**config.mk**
```make
export PLATFORM = sky130hd
export DESIGN_NAME = fetch_unit
export DESIGN_NICKNAME = d
export VERILOG_FILES = /design/src/rtl/fetch_unit.sv
export SDC_FILE = /design/constraint.sdc
export NUM_CORES = 1
export LEC_CHECK = 0
export BUFFER_PORTS_ARGS = -buffer_cell sky130_fd_sc_hd__buf_4
export CAP_MARGIN = 25
export CORE_ASPECT_RATIO = 2
export CORE_MARGIN = 1.5
export CORE_UTILIZATION = 53
export CTS_CLUSTER_SIZE = 10
export DETAILED_ROUTE_END_ITERATION = 10
export MAX_ROUTING_LAYER = met4
export PLACE_DENSITY_LB_ADDON = 0.3
export SLEW_MARGIN = 20
export SYNTH_ARGS = -nofsm -noshare
export SYNTH_HDL_FRONTEND = slang
export SYNTH_SLANG_ARGS = --single-unit
```
**constraint.sdc**
```tcl
create_clock -name CLK -period 3.2 [get_ports CLK]
set_input_delay 0.32 -clock CLK [delete_from_list [all_inputs] [get_ports CLK]]
set_output_delay 0.32 -clock CLK [all_outputs]
set_load 0.1 [all_outputs]
```
**src/rtl/fetch_unit.sv**
```systemverilog
// fetch_unit: single-issue instruction fetch stage.
// Presents PC_F to a synchronous memory, pairs the returned word with PC_D,
// and handles decode stalls and execute-stage redirects.
// Optional feature macro: FETCH_MISALIGN_CHECK_EN (misaligned redirect -> FAULT).
module fetch_unit #(
  parameter logic [31:0] RESET_PC  = 32'h0000_0000,
  parameter logic [31:0] NOP_INSTR = 32'h0000_0013
) (
  input  logic        CLK,
  input  logic        RST,
  input  logic        Stall_En,
  input  logic        Redirect_E,
  input  logic [31:0] PC_Target_E,
  input  logic [31:0] Instr_Raw,
  output logic [31:0] PC_F,
  output logic [31:0] PC_D,
  output logic [31:0] PC_Plus4_D,
  output logic [31:0] Instr_D,
  output logic        Valid_D,
  output logic        Fetch_Fault
);

`ifdef FETCH_MISALIGN_CHECK_EN
  typedef enum logic [2:0] {
    S_BOOT   = 3'd0,
    S_RUN    = 3'd1,
    S_HOLD   = 3'd2,
    S_SQUASH = 3'd3,
    S_FAULT  = 3'd4
  } state_t;
`else
  typedef enum logic [1:0] {
    S_BOOT   = 2'd0,
    S_RUN    = 2'd1,
    S_HOLD   = 2'd2,
    S_SQUASH = 2'd3
  } state_t;
`endif

  state_t      state_q, state_d;
  logic [31:0] pc_f_q, pc_f_d;
  logic [31:0] pc_d_q, pc_d_d;
  logic [31:0] hold_instr_q, hold_instr_d;
  logic [31:0] pc_f_plus4;
  logic [31:0] target_aligned;
  logic        target_misaligned;

  assign pc_f_plus4        = pc_f_q + 32'd4;
  assign target_aligned    = PC_Target_E & 32'hFFFF_FFFC;
  assign target_misaligned = (PC_Target_E[1:0] != 2'b00);

  // State and PC registers with synchronous reset
  always_ff @(posedge CLK) begin
    if (RST) begin
      state_q      <= S_BOOT;
      pc_f_q       <= RESET_PC;
      pc_d_q       <= RESET_PC;
      hold_instr_q <= NOP_INSTR;
    end else begin
      state_q      <= state_d;
      pc_f_q       <= pc_f_d;
      pc_d_q       <= pc_d_d;
      hold_instr_q <= hold_instr_d;
    end
  end

  // Next-state and PC update: redirect beats stall beats advance
  always_comb begin
    state_d      = state_q;
    pc_f_d       = pc_f_q;
    pc_d_d       = pc_d_q;
    hold_instr_d = hold_instr_q;
`ifdef FETCH_MISALIGN_CHECK_EN
    if (state_q == S_FAULT) begin
      state_d = S_FAULT;
    end else if (Redirect_E) begin
      if (target_misaligned) begin
        state_d = S_FAULT;
        pc_f_d  = PC_Target_E;
      end else begin
        state_d = S_SQUASH;
        pc_f_d  = target_aligned;
      end
    end else begin
`else
    if (Redirect_E) begin
      state_d = S_SQUASH;
      pc_f_d  = target_aligned;
    end else begin
`endif
      case (state_q)
        S_RUN: begin
          if (Stall_En) begin
            // Memory output moves on next cycle; keep the word decode is using
            state_d      = S_HOLD;
            hold_instr_d = Instr_Raw;
          end else begin
            pc_d_d = pc_f_q;
            pc_f_d = pc_f_plus4;
          end
        end
        S_HOLD: begin
          if (!Stall_En) begin
            state_d = S_RUN;
            pc_d_d  = pc_f_q;
            pc_f_d  = pc_f_plus4;
          end
        end
        default: begin
          // BOOT and SQUASH advance unconditionally; stall is ignored
          state_d = S_RUN;
          pc_d_d  = pc_f_q;
          pc_f_d  = pc_f_plus4;
        end
      endcase
    end
  end

  // Decode-side outputs derived from current state
  always_comb begin
    Instr_D = NOP_INSTR;
    Valid_D = 1'b0;
    case (state_q)
      S_RUN: begin
        Instr_D = Instr_Raw;
        Valid_D = 1'b1;
      end
      S_HOLD: begin
        Instr_D = hold_instr_q;
        Valid_D = 1'b1;
      end
      default: begin
        Instr_D = NOP_INSTR;
        Valid_D = 1'b0;
      end
    endcase
  end

  assign PC_F       = pc_f_q;
  assign PC_D       = pc_d_q;
  assign PC_Plus4_D = pc_d_q + 32'd4;

`ifdef FETCH_MISALIGN_CHECK_EN
  assign Fetch_Fault = (state_q == S_FAULT);
`else
  assign Fetch_Fault = 1'b0 & target_misaligned;
`endif

endmodule

```
==> results of run 1 <==
per-stage QoR:
stage | worst slack, ps | hold slack (ps) | power, W | util [%] | TNS, ps
global placement | 769 | 442 | 0.00252 | 72.4 | 0
global route | 88.0 | 216 | 0.00366 | 75.5 | 0
detailed placement | 682 | 450 | 0.00255 | 72.4 | 0
CTS | 308 | 196 | 0.00356 | 75.5 | 0
finish | 333 | 202 | 0.00355 | 75.5 | 0
floorplan | -167 | 436 | 0.00227 | - | -242
cell families (layout without fill, tap and decap cells):
family | Yosys count | count (layout) | synth area share, %
AO/OA/AOI/OAI | 150 | 150 | 19.7
XOR/XNOR | 38 | 38 | 6.55
adder cells (fa/ha/maj) | 4 | 4 | 0.985
buffers and inverters | 76 | 233 | 6.18
flip-flops | 94 | 94 | 37.0
other | 1 | 7 | 0.0738
AND/OR/NAND/NOR | 328 | 328 | 29.5
critical path: cells and delay by family (launching register included):
family	cells	cell delay, ps
buffers and inverters	1	300
DFF	1	460
xor gates and xnor gates	1	170
and+or+nand+nor	3	1280
placed cells by master, fill, tap and decap left out, types with 5 or more instances in the layout:
| cell type | n |
|---|---|
| nor3_1 | 18 |
| nor2_1 | 63 |
| nand4_1 | 18 |
| nor4_1 | 13 |
| xor2_2 | 5 |
| xor2_4 | 8 |
| and4_1 | 7 |
| or3_1 | 8 |
| a21oi_1 | 61 |
| xor2_1 | 7 |
| xnor2_1 | 11 |
| a311oi_1 | 10 |
| buf_4 | 202 |
| dfxtp_1 | 86 |
| dfxtp_2 | 8 |
| a22oi_1 | 29 |
| xnor2_2 | 7 |
| nor2b_1 | 7 |
| o21ai_0 | 10 |
| nand3_1 | 26 |
| clkbuf_16 | 9 |
| a211oi_1 | 13 |
| inv_1 | 15 |
| nand2_1 | 150 |
| conb_1 | 7 |
sequential cells by signal, indices dropped and copies added, names as in the netlist:
register      count
PC_D             30
hold_instr_q     32
PC_F             30
state_q           2
final cells by class:
type	instances	area [um2]
Multi-Input combinational cell	527	3160
Fill cell	709	2280
Sequential cell	94	1890
Timing Repair Buffer	202	1520
Clock buffer	13	270
Tap cell	104	130
Inverter	15	56.3
Clock inverter	3	17.5
where the power goes:
group	internal, W	total [W]	switching [W]
Clock	0.000588	0.00102	0.000435
Sequential	0.00123	0.00132	0.0000887
Combinational	0.000271	0.00121	0.000939
Total	0.00209	0.00355	0.00146
cells in the mapped netlist, types with 2 or more instances:
cell type,n
nand2_1,150
dfxtp_1,94
nor2_1,65
a21oi_1,61
clkbuf_1,49
a22oi_1,29
nand3_1,26
xor2_1,20
nand4_1,18
nor3_1,18
xnor2_1,18
inv_1,15
a211oi_1,13
nor4_1,13
a311oi_1,10
o21ai_0,10
or3_1,8
and4_1,7
buf_4,7
nor2b_1,7
ha_1,4
a2111oi_0,3
a221o_1,3
and2_1,3
buf_1,3
or4_1,3
a211o_1,2
a21o_1,2
a31oi_1,2
and3_1,2
buf_2,2
nand4_2,2
o2111a_1,2
o211ai_1,2
o21a_1,2
o41a_1,2
layer usage:
metal	global-route usage [%]	up-vias	wire, um
met5	-	-	0
met3	4.76	49	956
li1	-	2716	-
met2	55.0	248	8210
met1	33.2	2654	5600
met4	16.4	0	616
final timing paths:
| path | start | to | slack, ps | cells past startpoint |
|---|---|---|---|---|
| min | Instr_Raw[1] | hold_instr_q[1] | 200 | 3 |
| min reg2reg | hold_instr_q[26] | hold_instr_q[26] | 460 | 2 |
| max | PC_D[12] | PC_Plus4_D[22] | 330 | 5 |
| max reg2reg | PC_F[9] | PC_F[25] | 770 | 4 |
==> flow_summary.ini, run 1 <==
[cells_and_area]
stdcell_count = 958
antenna_cells = 0
layout-drive-gt1-share_pct = 29.3
design_area_um2 = 7040
flow.area_growth_from_synthesis_pct = 38.6
finish.net_count = 921

[die]
core_area_um2 = 9320
ios = 198
die_x_extent_um = 72.2
fp-row-count = 50
die-height_um = 141
initial_utilization_pct = 54.5
die_area_um2 = 10200

[synth]
yosys_most_used_dff = dfxtp_1
synthesis.yosys.warnings = 0
synthArstFlopShare_pct = 0
synth.top_cell.area_share_pct = 37.0
netlist_top_cells_area = dfxtp_1, nand2_1, a21oi_1, nor2_1, a22oi_1
synth-edff-count = 0
yosysUniqueCellTypes = 50
synth_area_um2 = 5080
gate_count_post_synth = 691
mean_post_synth_cell_area_um2 = 7.36
postSynthRegisterBits = 94
synth_sequential_area_ratio_pct = 37.0
yosys.area.top_type = dfxtp_1

[drt]
totalWireLength_mm = 15.4
detail_route.vias_per_cell = 5.92
detailedRoute.firstPassIterationCount = 5
routed_wirelength_normalized_by_instance_count_um = 16.1
detailedRoute.firstIterationViolations = 343
vias = 5667
post-route-drc-count = 0
postRouteAntennaNets = 0

[cts]
post_cts_buffers = 0
cts_repair_resize_count = 0
clock_insertion_delay_worst_skew_ps = 340
clk_transition_reported_paths_ps = 60
clock_sinks = 94
cts_buffer_depth = 2
tritoncts.num_buffers = 9
cts-hold-fix-buffers = 0
clock_tree_from_tritoncts = built
ctsHtreeMaxLevel = 3
clock_tree.root_cell = clkbuf_16

[sta]
period_needed_ps = 2870
timing.final.setup_violations = 0
final.period_utilization_pct = 89.6
grt_setup_unrepaired = no
worstMarginPinSlew_ps = 916
timing.final.hold_violations = 0
max_slew_margin_pct = 38.9
final.setup_skew_ps = 6.10
max_freq_mhz = 349
report.final.slew_viol_count = 0

[flow_run]
cap_viol_max_count = 0

[grt]
via_count_of_the_first_global_routing_pass = 5486
antenna_violations_before_repair = 0
grt_use_total_pct = 31.4
total_congestion_overflow = 0
grt_max_degree = 83
wire_length_of_the_first_global_routing_pass_mm = 25.2

[setup_path]
crit_path_start_kind = flop
critical_path_class = reg2out
slowest_stage_delay_cp_ps = 580
worst-path-max-fanout = 12
required_ps = 2880
kind_of_capture_point_of_the_worst_setup_path = output port
cpMaxStageDelayCell = nor3_1
path_cells = and4_1 > nand3_1 > nor3_1 > xor2_4 > buf_4
worst_ep_arrival_time_ps = 2550

[place]
place_congestion = 0.888
placed_cell_area_um2 = 6750
final_hpwl_dp_mm = 11.4
port_buffers = 188
numPlacedInstances = 942

[status]
outcome = complete, no violations

[power]
ir_worst_vdd_mv = 0.348
powerDensity_nw_per_um2 = 504
leakagePower_nw = 2.86

[hold_path]
hp-class = in2reg
(Power assumes the default switching activity.)
==> run 2, diff against run 1 <==
--- a/config.mk
+++ b/config.mk
@@ -5,13 +5,15 @@
 export SDC_FILE = /design/constraint.sdc
 export NUM_CORES = 1
 export LEC_CHECK = 0
+export ABC_AREA = 1
 export BUFFER_PORTS_ARGS = -buffer_cell sky130_fd_sc_hd__buf_4
 export CAP_MARGIN = 25
 export CORE_ASPECT_RATIO = 2
 export CORE_MARGIN = 1.5
-export CORE_UTILIZATION = 53
+export CORE_UTILIZATION = 51
 export CTS_CLUSTER_SIZE = 10
 export DETAILED_ROUTE_END_ITERATION = 10
+export GPL_ROUTABILITY_DRIVEN = 0
 export MAX_ROUTING_LAYER = met4
 export PLACE_DENSITY_LB_ADDON = 0.3
 export SLEW_MARGIN = 20
==> constraint.sdc (replaced) <==
create_clock -name CLK -period 3.1 [get_ports CLK]
set_input_delay 0.31 -clock CLK [delete_from_list [all_inputs] [get_ports CLK]]
set_output_delay 0.31 -clock CLK [all_outputs]
set_load 0.1 [all_outputs]
==> flow_summary.ini, run 2 <==
[sta]
final.setup.tns_ps = 0
whs_ps = 191
timing.final.setup_violations = 0
period_needed_ps = 2880
final.period_utilization_pct = 92.8
timing.final.hold_violations = 0
worstMarginPinSlew_ps = 719
final.setup_skew_ps = 5.74
max_slew_margin_pct = 52.0
report.final.slew_viol_count = 0
grt_setup_unrepaired = no
max_freq_mhz = 348

[cells_and_area]
design_area_um2 = 7700
largest_register = hold_instr_q
layout.area.seq_um2 = 1890
finalCoreUtilization_pct = 71.2
antenna_cells = 0
largest_register_ffs = 32
multi_input_combinational_cell_area_um2 = 3530
flow.area_growth_from_synthesis_pct = 36.3
layout.cells.most_common = nand2_1
mostFrequentLayoutCells = nand2_1, buf_4, nor2_1
fillers = 944
layout-drive-gt1-share_pct = 25.9
finish.net_count = 1122
stdcell_count = 1195

[setup_path]
rr_endpoint = PC_F[10]
kind_of_capture_point_of_the_worst_setup_path = output port
ff2ff_setup_slack_ps = 530
worst-r2r-cell-count = 9
crit_path_start_kind = flop
critical_path_class = reg2out
path_cells = inv_1 > nor3_4 > nand3_1 > nor3_1 > xor2_4 > buf_4
slowest_stage_delay_cp_ps = 560
worst-path-max-fanout = 5
cpMaxStageDelayCell = nor3_1
worst_ep_arrival_time_ps = 2570
critical_path.reg2reg.startpoint = state_q[0]
required_ps = 2790

[place]
port_buffers = 188
final_hpwl_dp_mm = 13.6
placed_cell_area_um2 = 7380
numPlacedInstances = 1178

[power]
powerDensity_nw_per_um2 = 548
leakagePower_nw = 3.42
ir_worst_vdd_mv = 0.354

[drt]
routed_wirelength_normalized_by_instance_count_um = 15.3
detailedRoute.firstPassIterationCount = 5
vias = 6514
totalWireLength_mm = 18.3
routedLengthMet1_mm = 6.48
detail_route.vias_per_cell = 5.45
post-route-drc-count = 0
dr_wl_met3_um = 995
maxUsedRoutingLayer = met4
detailroute.wirelength.met2_mm = 9.57
detailedRoute.firstIterationViolations = 673
postRouteAntennaNets = 0

[synth]
mean_post_synth_cell_area_um2 = 6.37
synth-edff-count = 0
synth_adder_area_share_pct = 0.887
synthSimpleGateAreaFrac_pct = 37.7
synthArstFlopShare_pct = 0
synthesis.yosys.warnings = 0
post_synthesis_xor_xnor_area_fraction_pct = 4.19
yosysUniqueCellTypes = 38
yosys.area.top_type = dfxtp_1
netlist_top_cells_count = nand2_1, nor2_1, dfxtp_1
muxShareOfSynthArea_pct = 0
synth-compound-area-share_pct = 14.4
gate_count_post_synth = 886
synth_top_family_by_area = simple AND/OR/NAND/NOR gates
synth_sequential_area_ratio_pct = 33.3
yosys.cell_count.top_type = nand2_1
yosys_most_used_dff = dfxtp_1
synth_area_um2 = 5650
synth.top_cell.area_share_pct = 33.3
postSynthRegisterBits = 94
netlist_top_cells_area = dfxtp_1, nand2_1, nor2_1, o21ai_0, inv_1

[cts]
cts_repair_resize_count = 0
tritoncts.num_buffers = 9
cts-hold-fix-buffers = 0
clock_tree.root_cell = clkbuf_16
clock_insertion_delay_worst_skew_ps = 350
ctsHtreeMaxLevel = 3
clock_tree_from_tritoncts = built
clock_sinks = 94
clk_transition_reported_paths_ps = 70
cts_buffer_depth = 2
post_cts_buffers = 0

[die]
die_area_um2 = 11700
initial_utilization_pct = 52.2
core_area_um2 = 10800
die-height_um = 152
ios = 198
fp-row-count = 54
die_x_extent_um = 77.4

[hold_path]
hold_end = hold_instr_q[7]
worst_hold_startpoint = Instr_Raw[7]
hp-class = in2reg
min_delay_path_depth = 3

[grt]
via_count_of_the_first_global_routing_pass = 6044
antenna_violations_before_repair = 0
wire_length_of_the_first_global_routing_pass_mm = 28.6
grt_use_total_pct = 32.0
total_congestion_overflow = 0
grt_max_degree = 52

[flow_run]
cap_viol_max_count = 0

[status]
outcome = complete, no violations
run 2: worst max path at each step:
stage	depth (start not counted)	to	startpoint
after detailed placement	6	PC_Plus4_D[23]	PC_D[4]
after global placement	6	PC_Plus4_D[23]	PC_D[4]
after global routing	6	PC_Plus4_D[23]	PC_D[2]
final	6	PC_Plus4_D[23]	PC_D[4]
after CTS	6	PC_Plus4_D[23]	PC_D[4]
after floorplan	5	PC_Plus4_D[28]	PC_D[3]
run 2: area by class of cell:
type	instances	area share, %
sequential	94	24.5
timing repair buffer	197	19.5
multi-input combinational	669	45.9
clock inverter	5	0.764
inverter	79	3.90
tap	140	2.28
clock buffer	11	3.15
run 2: through the flow:
step,power (W),worst slack [ps]
after floorplan,0.00274,-193
after global placement,0.00310,601
after detailed placement,0.00311,570
after CTS,0.00422,189
after global routing,0.00435,65.2
final,0.00422,223
run 2: cells by family after synthesis:
family / after synthesis
other: 1
flip-flops: 94
AND/OR/NAND/NOR: 485
XOR/XNOR: 27
adder cells (fa/ha/maj): 4
AO/OA/AOI/OAI: 146
buffers and inverters: 129
run 2: report_power, final:
group	internal (W)	leakage [nW]	switching (W)	total [W]
Combinational	0.000350	2.50	0.00133	0.00168
Clock	0.000647	0.142	0.000473	0.00112
Sequential	0.00129	0.774	0.000120	0.00141
run 2: layer usage:
| layer | GRT usage [%] | vias to the layer above |
|---|---|---|
| met1 | 32.9 | 2950 |
| li1 | - | 3169 |
| met5 | - | - |
| met3 | 3.65 | 79 |
| met4 | 23.6 | 0 |
| met2 | 55.6 | 316 |
run 2: worst max-delay path, delay by kind of cell, from the launching register on:
| family | cells | cell delay (ps) |
|---|---|---|
| xor gates and xnor gates | 1 | 160 |
| buffers and inverters | 2 | 400 |
| DFF | 1 | 400 |
| and+or+nand+nor | 3 | 1260 |
==> run 3, diff against run 2 <==
--- a/config.mk
+++ b/config.mk
@@ -5,17 +5,17 @@
 export SDC_FILE = /design/constraint.sdc
 export NUM_CORES = 1
 export LEC_CHECK = 0
-export ABC_AREA = 1
+export ABC_AREA = 0
 export BUFFER_PORTS_ARGS = -buffer_cell sky130_fd_sc_hd__buf_4
 export CAP_MARGIN = 25
 export CORE_ASPECT_RATIO = 2
 export CORE_MARGIN = 1.5
-export CORE_UTILIZATION = 51
+export CORE_UTILIZATION = 49
 export CTS_CLUSTER_SIZE = 10
 export DETAILED_ROUTE_END_ITERATION = 10
 export GPL_ROUTABILITY_DRIVEN = 0
 export MAX_ROUTING_LAYER = met4
-export PLACE_DENSITY_LB_ADDON = 0.3
+export PLACE_DENSITY = 0.8
 export SLEW_MARGIN = 20
 export SYNTH_ARGS = -nofsm -noshare
 export SYNTH_HDL_FRONTEND = slang
==> flow_summary.ini, run 3 (synthesized netlist as in run 1, its figures left out) <==
[cts]
clock_insertion_delay_worst_skew_ps = 330
cts_buffer_depth = 2
tritoncts.num_buffers = 9
cts_repair_resize_count = 0
ctsHtreeMaxLevel = 3
clock_sinks = 94
clock_tree_from_tritoncts = built
cts-hold-fix-buffers = 0
post_cts_buffers = 0
clk_transition_reported_paths_ps = 60
clock_tree.root_cell = clkbuf_16

[flow_run]
cap_viol_max_count = 0

[cells_and_area]
mostFrequentLayoutCells = buf_4, nand2_1, dfxtp_1
antenna_cells = 0
largest_register = hold_instr_q
layout.cells.most_common = buf_4
flow.area_growth_from_synthesis_pct = 39.6
largest_register_ffs = 32
stdcell_count = 987
fillers = 817
finish.net_count = 920
layout-drive-gt1-share_pct = 30.0
design_area_um2 = 7090

[setup_path]
worst-path-max-fanout = 12
timing.critical_path.max_delay_family = simple AND/OR/NAND/NOR gates
kind_of_capture_point_of_the_worst_setup_path = output port
timing.critical_path.buf_inv = 1
slowest_stage_delay_cp_ps = 590
crit_path_start_kind = flop
path_cells = and4_1 > nand3_1 > nor3_1 > xor2_4 > buf_4
worst_ep_arrival_time_ps = 2460
cpMaxStageDelayCell = nor3_1
required_ps = 2790
critical_path_class = reg2out

[grt]
total_congestion_overflow = 0
grt_max_degree = 52
wire_length_of_the_first_global_routing_pass_mm = 25.1
antenna_violations_before_repair = 0
via_count_of_the_first_global_routing_pass = 5307
grt_use_total_pct = 29.3

[power]
leakagePower_nw = 2.86
powerDensity_nw_per_um2 = 521
ir_worst_vdd_mv = 0.385
total_power_w = 0.00369

[place]
final_hpwl_dp_mm = 11.6
dp_slack_ps = 668
port_buffers = 188
placed_cell_area_um2 = 6800
numPlacedInstances = 972

[die]
fp-row-count = 52
die-height_um = 147
die_x_extent_um = 75.0
ios = 198
core_area_um2 = 10100
die_area_um2 = 11000
initial_utilization_pct = 50.4

[sta]
max_freq_mhz = 360
report.final.slew_viol_count = 0
final.period_utilization_pct = 89.5
period_needed_ps = 2770
max_slew_margin_pct = 41.5
timing.final.hold_violations = 0
worstMarginPinSlew_ps = 878
timing.final.setup_violations = 0
grt_setup_unrepaired = no
setup_slack_of_the_critical_path_after_layout_ps = 325
whs_ps = 204
final.setup_skew_ps = 6.16

[drt]
vias = 5634
detailedRoute.firstPassIterationCount = 5
post-route-drc-count = 0
detail_route.vias_per_cell = 5.71
detailedRoute.firstIterationViolations = 386
postRouteAntennaNets = 0
routed_wirelength_normalized_by_instance_count_um = 15.8
totalWireLength_mm = 15.6

[hold_path]
hp-class = in2reg

[status]
outcome = complete, no violations
-- run 3: final timing paths --
path / start / cells after the start / slack [ps] / endpoint
worst min-delay path: Instr_Raw[1] / 3 / 200 / hold_instr_q[1]
worst min register to register: hold_instr_q[16] / 2 / 460 / hold_instr_q[16]
worst max register to register: PC_F[5] / 4 / 730 / PC_F[25]
worst max-delay path: PC_D[12] / 5 / 330 / PC_Plus4_D[25]
-- run 3: power by group --
group	internal, W	total [W]	switching, W
Sequential	0.00127	0.00136	0.0000902
Clock	0.000643	0.00108	0.000442
Combinational	0.000280	0.00125	0.000970
Total	0.00219	0.00369	0.00150
-- run 3: cell type report --
class,count,area (um2),area share [%]
Clock inverter,3,45.0,0.635
Tap cell,135,169,2.38
Multi-Input combinational cell,527,3170,44.6
Inverter,15,56.3,0.794
Sequential cell,94,1900,26.8
Clock buffer,12,246,3.47
Timing Repair Buffer,201,1510,21.3
-- run 3: per-stage QoR --
step | setup TNS [ps] | util (%)
global placement | 0 | 67.4
detailed placement | 0 | 67.4
CTS | 0 | 70.3
finish | 0 | 70.3
global route | 0 | 70.3
floorplan | -222 | -
-- run 3: worst min-delay path, stage by stage --
cell,delay [ps]
buf_4,90
nand2_1,40
nand3_1,60
-- run 3: layer usage --
layer	routed length (um)	vias up	part of all wire, %	GRT usage, %
li1	-	2724	-	-
met1	5550	2634	35	32.2
met2	8670	237	55	50.4
met3	909	39	5.8	4.46
met4	510	0	3.3	12.8
met5	0	-	0	-
